File: config.mk
export PLATFORM = sky130hd
export DESIGN_NAME = pipeline_hazard_ctrl
export DESIGN_NICKNAME = d
export VERILOG_FILES = /design/src/rtl/pipe_pkg.sv /design/src/rtl/pipeline_hazard_ctrl_forward_unit.sv /design/src/rtl/pipeline_hazard_ctrl.sv
export SDC_FILE = /design/constraint.sdc
export NUM_CORES = 1
export LEC_CHECK = 0
export CAP_MARGIN = 5
export CORE_MARGIN = 2
export CORE_UTILIZATION = 40
export CTS_CLUSTER_SIZE = 14
export DETAILED_ROUTE_END_ITERATION = 10
export PLACE_DENSITY = 0.8
export SLEW_MARGIN = 20
export SYNTH_ARGS = -nofsm -noshare
export SYNTH_HDL_FRONTEND = slang
export SYNTH_SLANG_ARGS = --single-unit
File: constraint.sdc
create_clock -name clk -period 2.7 [get_ports clk]
set_input_delay 0.54 -clock clk [delete_from_list [all_inputs] [get_ports clk]]
set_output_delay 0.54 -clock clk [all_outputs]
set_load 0.03 [all_outputs]
File: src/rtl/pipe_pkg.sv
// Shared definitions for the MIPS pipeline control slice: forwarding select
// codes, hazard-sequencer state encodings and the forwarding decision helper.
package pipe_pkg;

  localparam logic [1:0] FWD_RF   = 2'b00;
  localparam logic [1:0] FWD_MEM  = 2'b10;
  localparam logic [1:0] FWD_WB   = 2'b01;

  localparam logic [4:0] REG_ZERO = 5'd0;

  typedef enum logic [1:0] {
    ST_RUN   = 2'd0,
    ST_MEMW  = 2'd1,
    ST_REDIR = 2'd2
  } state_t;

  // Chooses the ALU operand source for one EX source register. The younger
  // result sitting in EX_MEM takes priority over the older one in MEM_WB,
  // and $zero is never forwarded because it is hard-wired to zero.
  function automatic logic [1:0] fwd_select(
    input logic [4:0] src,
    input logic       mem_rw,
    input logic [4:0] mem_wreg,
    input logic       wb_rw,
    input logic [4:0] wb_wreg
  );
    logic [1:0] sel;
    sel = FWD_RF;
    if (mem_rw && (mem_wreg != REG_ZERO) && (mem_wreg == src)) begin
      sel = FWD_MEM;
    end else if (wb_rw && (wb_wreg != REG_ZERO) && (wb_wreg == src)) begin
      sel = FWD_WB;
    end
    return sel;
  endfunction

endpackage

File: src/rtl/pipeline_hazard_ctrl_forward_unit.sv
// Pure combinational EX-stage forwarding unit. Kept separate so a future
// branch-resolved-in-ID path can instantiate a second copy on ID operands.
module forward_unit
  import pipe_pkg::*;
(
  input  logic [4:0] ex_rs,
  input  logic [4:0] ex_rt,
  input  logic       mem_reg_write,
  input  logic [4:0] mem_wreg,
  input  logic       wb_reg_write,
  input  logic [4:0] wb_wreg,
  output logic [1:0] fwd_a,
  output logic [1:0] fwd_b
);

  // Both operands use the same EX_MEM-over-MEM_WB priority rule.
  always_comb begin
    fwd_a = fwd_select(ex_rs, mem_reg_write, mem_wreg, wb_reg_write, wb_wreg);
    fwd_b = fwd_select(ex_rt, mem_reg_write, mem_wreg, wb_reg_write, wb_wreg);
  end

endmodule

File: src/rtl/pipeline_hazard_ctrl.sv
// Hazard sequencer for the 5-stage MIPS pipeline. Generates per-stage write
// enables and flushes, inserts a single bubble on load-use, squashes the
// wrong path on a taken branch or jump, freezes the pipe while data memory
// is busy, and keeps stall/flush performance counters plus a memory watchdog.
module pipeline_hazard_ctrl
  import pipe_pkg::*;
#(
  parameter int CNT_W       = 16,
  parameter int WDOG_CYCLES = 64
) (
  input  logic             clk,
  input  logic             reset,
  input  logic [4:0]       id_rs,
  input  logic [4:0]       id_rt,
  input  logic             id_uses_rt,
  input  logic [4:0]       ex_rs,
  input  logic [4:0]       ex_rt,
  input  logic             ex_mem_read,
  input  logic [4:0]       ex_wreg,
  input  logic             mem_reg_write,
  input  logic [4:0]       mem_wreg,
  input  logic             wb_reg_write,
  input  logic [4:0]       wb_wreg,
  input  logic             pcsrc_mem,
  input  logic             jump_mem,
  input  logic             dmem_busy,
  output logic             pc_write,
  output logic             if_id_write,
  output logic             if_id_flush,
  output logic             id_ex_flush,
  output logic             ex_mem_flush,
  output logic             pipe_hold,
  output logic [1:0]       fwd_a,
  output logic [1:0]       fwd_b,
  output logic             mem_timeout,
  output logic [CNT_W-1:0] stall_cnt,
  output logic [CNT_W-1:0] flush_cnt
);

  localparam int               WDOG_W    = (WDOG_CYCLES > 2) ? $clog2(WDOG_CYCLES) : 1;
  localparam logic [WDOG_W-1:0] WDOG_LAST = WDOG_W'(WDOG_CYCLES - 1);

  state_t            state;
  state_t            state_nxt;
  logic              pend_redir;
  logic [WDOG_W-1:0] wdog;
  logic              redirect_req;
  logic              redirect_go;
  logic              load_use;
  logic [1:0]        fwd_a_raw;
  logic [1:0]        fwd_b_raw;

  forward_unit u_fwd (
    .ex_rs         (ex_rs),
    .ex_rt         (ex_rt),
    .mem_reg_write (mem_reg_write),
    .mem_wreg      (mem_wreg),
    .wb_reg_write  (wb_reg_write),
    .wb_wreg       (wb_wreg),
    .fwd_a         (fwd_a_raw),
    .fwd_b         (fwd_b_raw)
  );

  // Forwarding selects are forced to the register file while in reset.
  always_comb begin
    fwd_a = reset ? FWD_RF : fwd_a_raw;
    fwd_b = reset ? FWD_RF : fwd_b_raw;
  end

  // Raw hazard conditions; a redirect that arrived while memory was busy is
  // remembered in pend_redir so it is not lost when MEM unfreezes.
  always_comb begin
    redirect_req = pcsrc_mem | jump_mem | pend_redir;
    redirect_go  = redirect_req & ~dmem_busy & ~reset;
    load_use     = ex_mem_read && (ex_wreg != REG_ZERO) &&
                   ((ex_wreg == id_rs) || (id_uses_rt && (ex_wreg == id_rt)));
  end

  // State register.
  always_ff @(posedge clk) begin
    if (reset) begin
      state <= ST_RUN;
    end else begin
      state <= state_nxt;
    end
  end

  // Next state and Mealy stage controls, priority busy > redirect > load-use.
  always_comb begin
    state_nxt    = state;
    pc_write     = 1'b1;
    if_id_write  = 1'b1;
    if_id_flush  = 1'b0;
    id_ex_flush  = 1'b0;
    ex_mem_flush = 1'b0;
    pipe_hold    = 1'b0;
    if (!reset) begin
      if (dmem_busy) begin
        pc_write    = 1'b0;
        if_id_write = 1'b0;
        pipe_hold   = 1'b1;
        state_nxt   = ST_MEMW;
      end else if (redirect_go) begin
        if_id_flush  = 1'b1;
        id_ex_flush  = 1'b1;
        ex_mem_flush = 1'b1;
        state_nxt    = (state == ST_RUN) ? ST_REDIR : ST_RUN;
      end else begin
        case (state)
          ST_RUN: begin
            if (load_use) begin
              pc_write    = 1'b0;
              if_id_write = 1'b0;
              id_ex_flush = 1'b1;
            end
            state_nxt = ST_RUN;
          end
          ST_MEMW:  state_nxt = ST_RUN;
          ST_REDIR: state_nxt = ST_RUN;
          default:  state_nxt = ST_RUN;
        endcase
      end
    end
  end

  // Pending-redirect latch: captured during a memory freeze, dropped once
  // the redirect is actually taken or on reset.
  always_ff @(posedge clk) begin
    if (reset) begin
      pend_redir <= 1'b0;
    end else if (dmem_busy) begin
      if (pcsrc_mem || jump_mem) begin
        pend_redir <= 1'b1;
      end
    end else if (redirect_go) begin
      pend_redir <= 1'b0;
    end
  end

  // Watchdog on consecutive busy cycles; the timeout flag is sticky.
  always_ff @(posedge clk) begin
    if (reset) begin
      wdog        <= '0;
      mem_timeout <= 1'b0;
    end else if (dmem_busy) begin
      if (wdog == WDOG_LAST) begin
        mem_timeout <= 1'b1;
      end else begin
        wdog <= wdog + WDOG_W'(1);
      end
    end else begin
      wdog <= '0;
    end
  end

  // Saturating performance counters for stalled cycles and taken redirects.
  always_ff @(posedge clk) begin
    if (reset) begin
      stall_cnt <= '0;
      flush_cnt <= '0;
    end else begin
      if (!pc_write && (stall_cnt != {CNT_W{1'b1}})) begin
        stall_cnt <= stall_cnt + CNT_W'(1);
      end
      if (redirect_go && (flush_cnt != {CNT_W{1'b1}})) begin
        flush_cnt <= flush_cnt + CNT_W'(1);
      end
    end
  end

endmodule

==> load_flow_metrics.sql <==
INSERT INTO impl_metrics (metric_group, metric, value, unit) VALUES
('logic_synthesis', 'synth-seq-area-share', '35.37', '%'),
('place', 'postPlaceCellArea', '0.003456', 'mm^2'),
('floorplan', 'num_rows', '28', ''),
('logic_synthesis', 'synth_area_per_inst', '8.371', 'um^2'),
('hold_path', 'min_to', 'state[1]', ''),
('cells_and_area', 'ratio_of_cells_with_drive_above_1_in_the_final_layout', '15.91', '%'),
('routing', 'routedWlPerCell', '13.41', 'um'),
('logic_synthesis', 'synth_top_cells_by_area', 'sky130_fd_sc_hd__dfxtp_1, sky130_fd_sc_hd__xor2_1, sky130_fd_sc_hd__xnor2_1', ''),
('cts', 'worst_skew_pair.late_latency', '0.29', 'ns'),
('sta', 'final.min_clock_period', '2.611', 'ns'),
('routing', 'detailedRoute.firstIterationViolations', '86', ''),
('routing', 'post-route-drc-count', '0', ''),
('pwr', 'power.density', '353.5', 'mW/mm^2'),
('cells_and_area', 'finalInstanceArea', '0.003627', 'mm^2'),
('worst_setup_path', 'crit_required', '2.16', 'ns'),
('logic_synthesis', 'synth.yosys.warnings', '0', ''),
('logic_synthesis', 'netlist_instances', '284', ''),
('pwr', 'worst_ir_drop_vdd', '327.8', 'uV'),
('pwr', 'total_power', '1.282', 'mW'),
('cts', 'clock-sinks', '42', ''),
('logic_synthesis', 'async_reset_ff_share', '0', '%'),
('cts', 'clk_slew_on_worst_s_h_paths', '0.08', 'ns'),
('sta', 'worst_pin_slew', '0.5349', 'ns'),
('logic_synthesis', 'synth_enable_flop_cells', '0', ''),
('logic_synthesis', 'ys_dominant_reg_cell', 'sky130_fd_sc_hd__dfxtp_1', ''),
('sta', 'min_period_over_period', '96.71', '%'),
('routing', 'detail-route-antenna-nets', '0', ''),
('place', 'port-buffer-count', '86', ''),
('worst_setup_path', 'arrival', '2.07', 'ns'),
('routing', 'number_of_iterations_in_the_first_detailed_routing_pass', '4', ''),
('sta', 'setup_viol', '0', ''),
('grt', 'm1_gr_usage', '25.44', '%'),
('worst_setup_path', 'timing.rr.end', 'stall_cnt[15]', ''),
('sta', 'unrepaired_setup_endpoints_after_global_routing', 'no', ''),
('sta', 'finClkSkew', '0.005641', 'ns'),
('logic_synthesis', 'syn-num-nets', '331', ''),
('logic_synthesis', 'syn-cell-area', '0.002377', 'mm^2'),
('logic_synthesis', 'area_share_of_the_largest_cell_type_after_synthesis', '35.37', '%'),
('grt', 'via_count_of_the_first_global_routing_pass', '2427', ''),
('sta', 'report.final.hold_viol_count', '0', ''),
('place', 'dp_slack', '-0.4835', 'ns'),
('logic_synthesis', 'synth_seq_cells', '42', ''),
('hold_path', 'min-delay-path-class', 'register to register', ''),
('cells_and_area', 'layout-area-overhead-vs-synth', '52.58', '%'),
('worst_setup_path', 'criticalPathCategory', 'primary input to primary output', ''),
('cts', 'numCtsBuffers', '5', ''),
('sta', 'hold_ws', '0.4215', 'ns'),
('worst_setup_path', 'crit_fanout', '6', ''),
('status', 'status', 'completed', ''),
('worst_setup_path', 'max_stage_delay', '0.37', 'ns'),
('cts', 'ctsRootBufferMaster', 'sky130_fd_sc_hd__clkbuf_8', ''),
('worst_setup_path', 'timing.critical_path.from_type', 'primary input', ''),
('floorplan', 'dieArea', '0.006576', 'mm^2'),
('floorplan', 'die_height', '81.09', 'um'),
('worst_setup_path', 'crit_chain', 'dlygate4sd2_1, xor2_1, nor4_2, a32oi_2, o31ai_4, inv_4, buf_6', ''),
('grt', 'grt_start_max_net_pins', '22', ''),
('sta', 'fmax', '383.0', 'MHz'),
('sta', 'report.final.slew_viol_count', '0', ''),
('cts', 'cts_tree', 'built', ''),
('cts', 'htreeDepth', '2', ''),
('logic_synthesis', 'synth.largest_area_cell', 'sky130_fd_sc_hd__dfxtp_1', ''),
('hold_path', 'timing.hold.worst.start', 'state[0]', ''),
('sta', 'finalWorstSetupSlack', '0.08889', 'ns'),
('routing', 'detail_route.wirelength', '6316', 'um'),
('grt', 'groute.layer.met3.usage', '4.556', '%'),
('grt', 'grt_antenna_before_repair', '0', ''),
('logic_synthesis', 'yosys-top-cells-count', 'sky130_fd_sc_hd__dfxtp_1, sky130_fd_sc_hd__nor2_1, sky130_fd_sc_hd__xor2_1, sky130_fd_sc_hd__nand3_1, sky130_fd_sc_hd__nand2_1', ''),
('cts', 'cts-root-to-sink-buffers', '2', ''),
('routing', 'avgViaCountPerCell', '5.265', ''),
('grt', 'grt_remaining_overflow', '0', ''),
('cells_and_area', 'design.final.nets', '442', '');
[layer usage]
layer / part of all wire, % / wire, um / vias up
li1: - / - / 1249
met1: 44 / 2757 / 1163
met2: 50 / 3164 / 64
met3: 5.7 / 357 / 4
met5: 0 / 0 / -
met4: 0.57 / 36 / 0
[cell usage in the layout, fill, tap and decap left out, drive strengths merged, types with 7 or more instances in the layout]
cell type      count
nand4              9
clkbuf             8
or4               11
inv                7
nor3              10
nor2              30
xnor2             15
nand2             17
dfxtp             42
dlygate4sd2       10
dlymetal6s2s       7
nand3             18
o21ai              9
a21oi             12
clkdlybuf4s50     56
buf               39
and3               7
xor2              29
[logic make-up after synthesis]
group	synth area share, %
adder cells (fa/ha/maj)	1.579
XOR/XNOR	16.21
flip-flops	35.37
multiplexers	2.632
AND/OR/NAND/NOR	28.05
AO/OA/AOI/OAI	12.37
buffers and inverters	3.789
[power breakdown]
group / leakage [nW] / internal, mW / total, mW / switching (mW)
Sequential: 0.340 / 0.626 / 0.633 / 0.00683
Clock: 0.0441 / 0.182 / 0.408 / 0.226
Combinational: 1.06 / 0.128 / 0.241 / 0.113
[critical path, delay by kind of cell]
| kind | cells | cell delay, ns |
|---|---|---|
| buffers and inverters | 3 | 0.49 |
| xor gates and xnor gates | 1 | 0.17 |
| and+or+nand+nor | 1 | 0.30 |
| AOI/OAI and AO/OA | 2 | 0.57 |
[how the worst max path moves through the flow]
stage	from	to	slack [ns]	cells after the start
after floorplan	ex_wreg[1]	pc_write	0.00004	7
final	id_rt[2]	if_id_write	0.09	7
after detailed placement	ex_wreg[1]	id_ex_flush	-0.48	6
after global routing	id_rt[2]	pc_write	0.0004	7
after global placement	ex_wreg[1]	id_ex_flush	-0.43	6
after CTS	mem_wreg[2]	fwd_a[0]	0.0003	7
[stage by stage]
step	cells	setup TNS [ns]
finish	471	0
floorplan	284	0
global route	471	0
CTS	469	0
detailed placement	458	-4.949
global placement	458	-4.400
[flip-flops by register name (all words and copies together) (netlist names)]
register	cells
mem_timeout	1
pend_redir	1
state	2
wdog	6
stall_cnt	16
flush_cnt	16
[cell type report]
class                   instances  area, um^2
multi-input cells             222        1496
well taps                      75       93.84
repair buffers                116        1070
clock inverters                 3       21.27
clock buffers                   5       68.82
inverters                       7       28.78
flip-flops and latches         42       840.8
repair inverters                1       7.507
fillers                       530        2188
[what timing repair did]
action                                  CTS  global route
resized for setup                        27            21
hold buffers                              0             0
endpoints found under the hold margin     0             0
endpoints found under the setup margin   10            12
cloned                                    1             0
pin swaps                                10             7
setup buffers                             3             2
Note: power is estimated with default switching activity, not from simulation.
